--- src/rtl/dbl_pkg.sv ---
// Shared constants and state encoding for the fixed-to-double converter.
// The exponent counter only ever holds 0..52, so six bits are enough.
package dbl_pkg;

  localparam int DBL_BIAS  = 1023;
  localparam int DBL_EXP_W = 11;
  localparam int DBL_MAN_W = 52;
  localparam int E_W       = 6;

  typedef enum logic [1:0] {
    IDLE,
    NORM,
    DONE
  } state_t;

endpackage

--- src/rtl/double_pack.sv ---
// Packs a normalised sign/exponent/magnitude triple into an IEEE-754 double.
// The magnitude MSB is the hidden bit, so it is dropped from the mantissa.
module double_pack
  import dbl_pkg::*;
#(
  parameter int IN_W      = 16,
  parameter int FRAC_BITS = 0
) (
  input  logic            sign,
  input  logic [E_W-1:0]  e,
  input  logic [IN_W-1:0] mag,
  output logic [63:0]     word
);

  logic [11:0]          exp12;
  logic [DBL_MAN_W-1:0] man;
  logic                 unused_hidden;

  assign unused_hidden = mag[IN_W-1];

  always_comb begin
    exp12 = 12'(e) + 12'(DBL_BIAS) - 12'(FRAC_BITS);
    man   = '0;
    man[DBL_MAN_W-1 -: IN_W-1] = mag[IN_W-2:0];
    word  = {sign, exp12[DBL_EXP_W-1:0], man};
  end

endmodule

--- src/rtl/fixed_to_double_seq.sv ---
// Sequential fixed-point to IEEE-754 double converter.
// Normalises one left shift per cycle; conversion is exact.
module fixed_to_double_seq
  import dbl_pkg::*;
#(
  parameter int IN_W      = 16,
  parameter int FRAC_BITS = 0,
  parameter int TWOS_COMP = 1
) (
  input  logic            clk_operation,
  input  logic            rst,
  input  logic            in_valid,
  output logic            in_ready,
  input  logic [IN_W-1:0] in_data,
  output logic            out_valid,
  input  logic            out_ready,
  output logic [63:0]     out_double,
  output logic            busy
);

  localparam logic TC = (TWOS_COMP != 0);

  state_t          state, state_n;
  logic [IN_W-1:0] mag, mag_n;
  logic [E_W-1:0]  e, e_n;
  logic            sign, sign_n;
  logic [63:0]     res, res_n;
  logic [63:0]     packed_w;

  double_pack #(
    .IN_W      (IN_W),
    .FRAC_BITS (FRAC_BITS)
  ) u_pack (
    .sign (sign),
    .e    (e),
    .mag  (mag),
    .word (packed_w)
  );

  always_ff @(posedge clk_operation) begin
    if (rst) begin
      state <= IDLE;
      mag   <= '0;
      e     <= '0;
      sign  <= 1'b0;
      res   <= '0;
    end else begin
      state <= state_n;
      mag   <= mag_n;
      e     <= e_n;
      sign  <= sign_n;
      res   <= res_n;
    end
  end

  always_comb begin
    state_n = state;
    mag_n   = mag;
    e_n     = e;
    sign_n  = sign;
    res_n   = res;
    unique case (state)
      IDLE: begin
        if (in_valid) begin
          state_n = NORM;
          sign_n  = in_data[IN_W-1];
          e_n     = E_W'(IN_W-1);
          if (TC)
            mag_n = in_data[IN_W-1] ? -in_data : in_data;
          else
            mag_n = {1'b0, in_data[IN_W-2:0]};
        end
      end
      NORM: begin
        // Two's complement has no negative zero, so force +0.0 there
        if (mag == '0) begin
          res_n   = {sign & ~TC, 63'b0};
          state_n = DONE;
        end else if (mag[IN_W-1]) begin
          res_n   = packed_w;
          state_n = DONE;
        end else begin
          mag_n = mag << 1;
          e_n   = e - E_W'(1);
        end
      end
      DONE: begin
        if (out_ready)
          state_n = IDLE;
      end
      default: state_n = IDLE;
    endcase
  end

  assign in_ready   = (state == IDLE) && !rst;
  assign out_valid  = (state == DONE);
  assign busy       = (state != IDLE);
  assign out_double = res;

endmodule

--- config.mk ---
export PLATFORM = sky130hd
export DESIGN_NAME = fixed_to_double_seq
export DESIGN_NICKNAME = d
export VERILOG_FILES = /design/src/rtl/dbl_pkg.sv /design/src/rtl/double_pack.sv /design/src/rtl/fixed_to_double_seq.sv
export SDC_FILE = /design/constraint.sdc
export NUM_CORES = 1
export LEC_CHECK = 0
export BUFFER_PORTS_ARGS = -buffer_cell sky130_fd_sc_hd__buf_2
export CAP_MARGIN = 5
export CORE_MARGIN = 4
export CORE_UTILIZATION = 45
export CTS_CLUSTER_SIZE = 24
export DETAILED_ROUTE_END_ITERATION = 10
export PLACE_DENSITY = 0.72
export SYNTH_ARGS = -nofsm -noshare
export SYNTH_HDL_FRONTEND = slang
export SYNTH_SLANG_ARGS = --single-unit
--- constraint.sdc ---
create_clock -name clk_operation -period 6.2 [get_ports clk_operation]
set_input_delay 1.55 -clock clk_operation [delete_from_list [all_inputs] [get_ports clk_operation]]
set_output_delay 1.55 -clock clk_operation [all_outputs]
set_load 0.01 [all_outputs]
== Word level (Yosys, flattened, before mapping) ==
Index checks and enable logic that the tools add are counted.

* Input port bits: 20
* Logic and storage cells: 44
* Register bits: 89

* Muxes and demuxes: 16
* Equal/unequal tests: 7
* Reductions and logical operators: 12
* $add $sub $neg: 3

{| class="wikitable"
|+ Operators by type and width
! operator !! count
|-
| $mux W64 || 2
|-
| $mux W16 || 4
|-
| $pmux W16 S2 || 1
|-
| $mux W6 || 3
|-
| $logic_not A16 Y1 || 1
|-
| $neg A16 Y16 || 1
|-
| $pmux W6 S2 || 1
|-
| $add A6 B10 Y11 const B || 1
|-
| $mux W2 || 4
|-
| $ne A2 B2 Y1 const B || 3
|-
| $pmux W2 S3 || 1
|-
| $reduce_and A3 Y1 || 2
|-
| $reduce_bool A2 Y1 || 3
|-
| $sub A6 B1 Y6 const B || 1
|-
| $reduce_and A2 Y1 || 2
|-
| $reduce_and A4 Y1 || 1
|-
| $ne A3 B3 Y1 const B || 1
|-
| $eq A2 B1 Y1 const B || 1
|-
| $eq A2 B2 Y1 const B || 1
|-
| $logic_not A2 Y1 || 1
|-
| $ne A2 B1 Y1 const B || 1
|-
| $logic_and A1 B1 Y1 || 1
|-
| $logic_not A1 Y1 || 1
|}

== Longest topological paths before layout ==
Gate-level depths: netlist (run 1).

* Depth after elaboration: 4
* Gate-level depth with buffers: 7
* Depth with buffers taken out: 7

== Hierarchy ==
Synthesis (run 1) repeated with hierarchy kept, for this count alone.

* Cells, all modules: 474
* Area, all modules: 4145.2 um^2

{| class="wikitable"
|+ By module, submodules not included
! module !! instances !! cells each !! area an instance (um^2)
|-
| fixed_to_double_seq || 1 || 401 || 3626.0
|-
| double_pack || 1 || 73 || 519.2
|}

== Least setup slack after synthesis (run 1) ==
Ideal clock, no wire load.

* Kind: input to output
* From: in rst
* To: out in_ready
* Slack: 2473 ps
* Arrival: 2177 ps
* Data required time: 4650 ps
* Stages: 3
* Cells stage by stage: clkbuf_1 > clkbuf_1 > nor2_1

* Word-level cells in the longest chain between the ends: 2

{| class="wikitable"
|+ RTL lines
! element !! line !! text
|-
| from (decl) || fixed_to_double_seq.sv:11 || <nowiki>input logic rst,</nowiki>
|-
| $logic_not A1 Y1 || fixed_to_double_seq.sv:95 || <nowiki>assign in_ready = (state == IDLE) && !rst;</nowiki>
|-
| $logic_and A1 B1 Y1 || fixed_to_double_seq.sv:95 ||
|-
| to (decl) || fixed_to_double_seq.sv:13 || <nowiki>output logic in_ready,</nowiki>
|}

No other way between the ends.

== Worst setup path after layout (run 1) ==
Same ends and word-level chain as after synthesis.

==> results of run 1 <==
-- power by group through the flow --
stage | logic [W] | clock network, W | registers (W)
2_1_floorplan | 0.000201 | 0 | 0.000402
5_1_grt | 0.000261 | 0.000217 | 0.000410
6_report | 0.000232 | 0.000196 | 0.000405
4_1_cts | 0.000232 | 0.000200 | 0.000404
3_3_place_gp | 0.000226 | 0 | 0.000411
3_5_place_dp | 0.000231 | 0 | 0.000412
-- per-layer routing --
metal | up-vias | track usage | wire length [µm]
li1 | 1177 | - | -
met1 | 1084 | 0.236 | 3010
met2 | 91 | 0.239 | 2600
met3 | 6 | 0.0322 | 449
met4 | 0 | 0.0552 | 89
met5 | - | 0 | 0
-- worst min-delay path, delay by kind of cell, from the launching register on --
| kind | cells | cell delay, ns |
|---|---|---|
| simple gates | 1 | 0.05 |
| flops | 1 | 0.31 |
| compound gates | 1 | 0.05 |
-- sequential cells by signal, indices dropped and copies added (netlist names) --
signal	flops
e	6
state	2
sign	1
out_double	27
mag	16
-- worst min path at each step --
stage,end,slack [ns]
5_1_grt,out_double[58],0.49
2_1_floorplan,mag[11],0.46
6_report,out_double[58],0.46
3_5_place_dp,out_double[58],0.45
4_1_cts,out_double[58],0.46
3_3_place_gp,out_double[62],0.44
-- synth_stat cells, drive strengths merged (3+ instances only) --
master,count
clkbuf,11
nor4,7
a211oi,5
a311oi,4
xnor2,7
a21oi,28
o21ai,8
nor2b,3
dfxtp,52
nor3,3
a22oi,22
a41oi,3
nand2,20
a211o,7
or2,3
nor2,49
inv,8
nand2b,6
or4,3
xor2,10
or3,8
buf,46
a31oi,3
-- through the flow --
step	power [W]	cells
after global routing	0.000888	449
after detailed placement	0.000642	441
after floorplan	0.000603	371
after CTS	0.000835	449
after global placement	0.000637	441
final	0.000833	449
-- kinds of logic (layout without fill, tap and decap cells) --
group | Yosys count | count (layout) | share of synthesized area
AO/OA/AOI/OAI | 90 | 90 | 0.225
XOR/XNOR | 17 | 17 | 0.0531
adder cells (fa/ha/maj) | 2 | 2 | 0.00893
buffers and inverters | 65 | 68 | 0.146
flip-flops | 52 | 52 | 0.372
multiplexers | 2 | 2 | 0.00715
other | 1 | 37 | 0.00134
AND/OR/NAND/NOR | 106 | 106 | 0.187
-- layout make-up --
cell class	count	area [µm²]	area share
Multi-Input combinational cell	254	1490	0.494
Sequential cell	52	1040	0.346
Timing Repair Buffer	52	268	0.0890
Tap cell	75	93.8	0.0312
Clock buffer	8	90.1	0.0299
Inverter	8	30.0	0.00998
==> results.md, run 1 <==
* Cell-internal power at 0.000548 W
* CTS resizes at 0
* Drt first-iter violations at 212
* Worst slew pin tran at 0.921 ns
* Commonest non-fill, non-tap cell in the layout: dfxtp_1
* Switching share of total power at 0.341
* DR pass1 iterations at 4
* DR vias/cell at 5.25
* Largest net degree at the start of global routing at 55
* Die area at 7550 µm²
* Post-synth EDFFs at 0
* Synth Area per Inst at 8.36 µm²
* Input/output buffers at 49
* Vias at 2358
* Power Density at 277 nW/µm²
* Cell-by-cell trace of the critical path: buf_2, buf_4, nor2_1, buf_2
* Yosys warnings at 0
* Post-synthesis cell count at 335
* Clk buf depth at 2
* Maximum vdd drop at 129 µV
* TritonCTS buffer count at 5
* Post-route cell area at 3010 µm²
* Startpoint class of the critical path: primary input
* Fin. Hold Viols at 0
* Critical path peak fanout at 54
* Hold Crit Start: out_double[58]
* Final core utilization at 0.502
* Number of I/O pins at 87
* WP depth at 4
* Distinct cells, synth at 47
* Max Clock Skew at 0.00443 ns
* Core Region at 5990 µm²
* Die Wd at 86.9 µm
* Worst-Skew Late Latency at 0.30 ns
* Max-Cap Viols at 0
* CTS tree: built
* Final min period at 3.88 ns
* FF-to-FF setup slack at 3.96 ns
* Row count at 28
* Unrepaired setup endpoints after global routing: false
* Filler instances at 606
* Worst slew margin at 0.386
* Synth Register Bits at 52
* Routed WL per cell at 13.7 µm
* Area leader, netlist: dfxtp_1
* # H-tree levels at 2
* Postcts setup bufs at 0
* Hold buffers post-CTS at 0
* Worst path slowest cell: buf_4
* HPWL after DPL at 4440 µm
* Worst min-delay path class: reg2reg
* Crit Reg-Reg Endpoint: out_double[43]
* Post-synth ARST share at 0
* Routed Antenna Nets at 0
* GP Congestion at 0.856
* Critical path class: in2out
* Most frequent cells in the layout: dfxtp_1 (52), buf_2 (49), nor2_1 (48)
* Number of global-route vias before repair at 2032
* Top cell type's share of synthesized area at 0.372
* Crit path to: in_ready
* Layout cells sized above 1 at 0.184
* Total GRT Usage at 0.163
* Sink Count at 52
* Synth Flop Type: dfxtp_1
* Initial Utilization at 0.468
* # diodes at 0
* Max Freq at 258 MHz
* Clock root cell: clkbuf_8
* Slowest stage delay, CP at 0.45 ns
* Fin. max-slew vios at 0
* Final hold slack at 0.458 ns
* Grt total ovfl at 0
* Placement Cell Area at 2920 µm²
* Post-layout nets at 395
* Post-Syn Area at 2800 µm²
* Required @ worst endpoint at 4.65 ns
* Worst setup slack after layout at 2.32 ns
* Drt total wl at 6150 µm
* WHS Path Cells at 2
* Clk slew on worst S/H paths at 0.09 ns
* Worst r2r src: state[1]
* Post-Place Worst Slack at 2.31 ns
* Element type at the critical path end: primary output
* Die H at 86.9 µm
* Initial antenna violation count at 0
* CP dominant cell by count: buf_2
* Seq/Total Area, Yosys at 0.372
* Setup crit start: rst
* R2R depth at 4
* P_leak at 1.31 nW
* Top post-synthesis cells by area: dfxtp_1 (37%), buf_4 (9.9%), nor2_1 (6.4%)
* Crit path DAT at 2.33 ns
* NetSw at 0.000284 W
* Setup TNS at 0 ns
* Area added between synthesis and finish at 7.41%
* CP bufs+invs at 3
* # setup viols final at 0
* Flop pwr share at 0.486
* Final period util at 0.626
* Combinational fraction of design power at 0.279
* DRC Markers at 0
* Outcome: complete, no violations
* First-pass GRT wire length at 9910 µm
* Clock share of power at 0.235
* Critical path's top delay family: buffers and inverters
Power figures use the tool's default switching activity.
==> run 2: changes to the inputs <==
--- a/config.mk
+++ b/config.mk
@@ -11,7 +11,7 @@
 export CORE_UTILIZATION = 45
 export CTS_CLUSTER_SIZE = 24
 export DETAILED_ROUTE_END_ITERATION = 10
-export PLACE_DENSITY = 0.72
+export PLACE_DENSITY = 0.74
 export SYNTH_ARGS = -nofsm -noshare
 export SYNTH_HDL_FRONTEND = slang
 export SYNTH_SLANG_ARGS = --single-unit
==> constraint.sdc (replaced) <==
create_clock -name clk_operation -period 3.16 [get_ports clk_operation]
set_input_delay 0.79 -clock clk_operation [delete_from_list [all_inputs] [get_ports clk_operation]]
set_output_delay 0.79 -clock clk_operation [all_outputs]
set_load 0.01 [all_outputs]
==> results.md, run 2 (synthesized netlist as in run 1, its figures left out) <==
* Worst min-delay path class: reg2reg
* Routed Antenna Nets at 0
* Power Density at 535 nW/µm²
* Area added between synthesis and finish at 7.50%
* DRC Markers at 0
* WP depth at 6
* Final core utilization at 0.503
* Fin. Hold Viols at 0
* Vias at 2383
* Grt total ovfl at 0
* Crit path DAT at 2.38 ns
* Die area at 7550 µm²
* P_leak at 1.31 nW
* Drt total wl at 6250 µm
* Number of global-route vias before repair at 2009
* Startpoint class of the critical path: primary input
* Crit path to: mag[13]
* Clock share of power at 0.221
* FF-to-FF setup slack at 1.19 ns
* Hold buffers post-CTS at 0
* CTS resizes at 0
* Maximum vdd drop at 226 µV
* Input/output buffers at 49
* Worst slew pin tran at 0.750 ns
* Postcts setup bufs at 0
* Max-Cap Viols at 0
* Commonest non-fill, non-tap cell in the layout: dfxtp_1
* Sink Count at 52
* GP Congestion at 0.881
* Initial antenna violation count at 0
* NetSw at 0.000559 W
* Worst-Skew Late Latency at 0.30 ns
* Max reg flops at 27
* Slowest stage delay, CP at 0.57 ns
* Required @ worst endpoint at 3.40 ns
* Flop pwr share at 0.493
* Number of I/O pins at 87
* DR vias/cell at 5.30
* Unrepaired setup endpoints after global routing: false
* Crit Reg-Reg Endpoint: mag[5]
* CP bufs+invs at 1
* Worst slew margin at 0.499
* Clk slew on worst S/H paths at 0.09 ns
* Fin. max-slew vios at 0
* Max Freq at 468 MHz
* First-pass GRT wire length at 10100 µm
* Most frequent cells in the layout: dfxtp_1 (52), buf_2 (49), nor2_1 (48)
* Cell-internal power at 0.00105 W
* Outcome: complete, no violations
* Die H at 86.9 µm
* Critical path's top delay family: compound AO/OA/AOI/OAI gates
* DR pass1 iterations at 4
* Clock root cell: clkbuf_8
* # H-tree levels at 2
* Initial Utilization at 0.468
* Core Region at 5990 µm²
* Row count at 28
* Critical path class: in2reg
* Clk buf depth at 2
* Total GRT Usage at 0.165
* HPWL after DPL at 4610 µm
* Cell-by-cell trace of the critical path: buf_2, or4_4, o41ai_4, xor2_1, a211o_2, a21oi_2
* Max Clock Skew at 0.00971 ns
* Switching share of total power at 0.347
* # diodes at 0
* Setup TNS at 0 ns
* Worst r2r src: mag[2]
* Critical path peak fanout at 3
* Combinational fraction of design power at 0.286
* Placement Cell Area at 2930 µm²
* # setup viols final at 0
* Layout cells sized above 1 at 0.189
* Worst path slowest cell: or4_4
* Routed WL per cell at 13.9 µm
* Final min period at 2.13 ns
* Largest net degree at the start of global routing at 54
* R2R depth at 6
* Drt first-iter violations at 154
* Post-route cell area at 3010 µm²
* CTS tree: built
* Die Wd at 86.9 µm
* Element type at the critical path end: flop
* Setup crit start: in_data[5]
* TritonCTS buffer count at 5
* Post-layout nets at 397
* Final period util at 0.676
-- run 2: cell count changes in the layout (fill, tap and decap cells not counted) --
cell / before / now
buf_4: 3 / 5
clkbuf_8: 6 / 5
clkbuf_1: 2 / 1
clkinv_2: 0 / 1
-- run 2: worst min path at each step --
stage | startpoint | end | slack (ns) | depth (start not counted)
6_report | out_double[62] | out_double[62] | 0.45 | 2
3_5_place_dp | out_double[61] | out_double[61] | 0.45 | 2
4_1_cts | out_double[61] | out_double[61] | 0.46 | 2
5_1_grt | out_double[59] | out_double[59] | 0.48 | 2
2_1_floorplan | mag[11] | mag[11] | 0.46 | 2
3_3_place_gp | out_double[59] | out_double[59] | 0.44 | 2
-- run 2: final cells by class --
type / count / area, µm²
fill: 586 / 2980
multi-input combinational: 254 / 1490
sequential: 52 / 1040
timing repair buffer: 54 / 283
tap: 75 / 93.8
clock buffer: 6 / 72.6
inverter: 8 / 30.0
clock inverter: 1 / 5.00
-- run 2: worst reg2reg max path, stage by stage, from the launching register on --
cell and delay, ns:
dfxtp_1 0.35, nor4_1 0.34, nand4_1 0.28, o21ai_1 0.39, buf_4 0.30, a211o_1 0.13, a21oi_1 0.06
-- run 2: stage by stage --
| step | hold slack (ns) | total power [W] | instances | setup WS (ns) |
|---|---|---|---|---|
| global placement | 0.440 | 0.00125 | 443 | 0.731 |
| global route | 0.478 | 0.00172 | 450 | 0.900 |
| detailed placement | 0.445 | 0.00127 | 443 | 0.702 |
| finish | 0.453 | 0.00161 | 450 | 1.03 |
| floorplan | 0.457 | 0.00118 | 371 | 0.898 |
| CTS | 0.457 | 0.00162 | 450 | 1.02 |
-- run 2: power groups by stage --
stage	combinational (W)	clock (W)	sequential [W]
3_5_place_dp	0.000458	0	0.000808
5_1_grt	0.000516	0.000394	0.000806
4_1_cts	0.000460	0.000363	0.000792
3_3_place_gp	0.000447	0	0.000807
2_1_floorplan	0.000395	0	0.000789
6_report	0.000461	0.000355	0.000795
-- run 2: per-layer routing --
| metal | vias to the layer above | GRT usage | wire, µm |
|---|---|---|---|
| met2 | 83 | 0.245 | 2760 |
| met4 | 0 | 0.0510 | 78 |
| li1 | 1187 | - | - |
| met1 | 1108 | 0.244 | 2970 |
| met3 | 5 | 0.0255 | 450 |
| met5 | - | 0 | 0 |
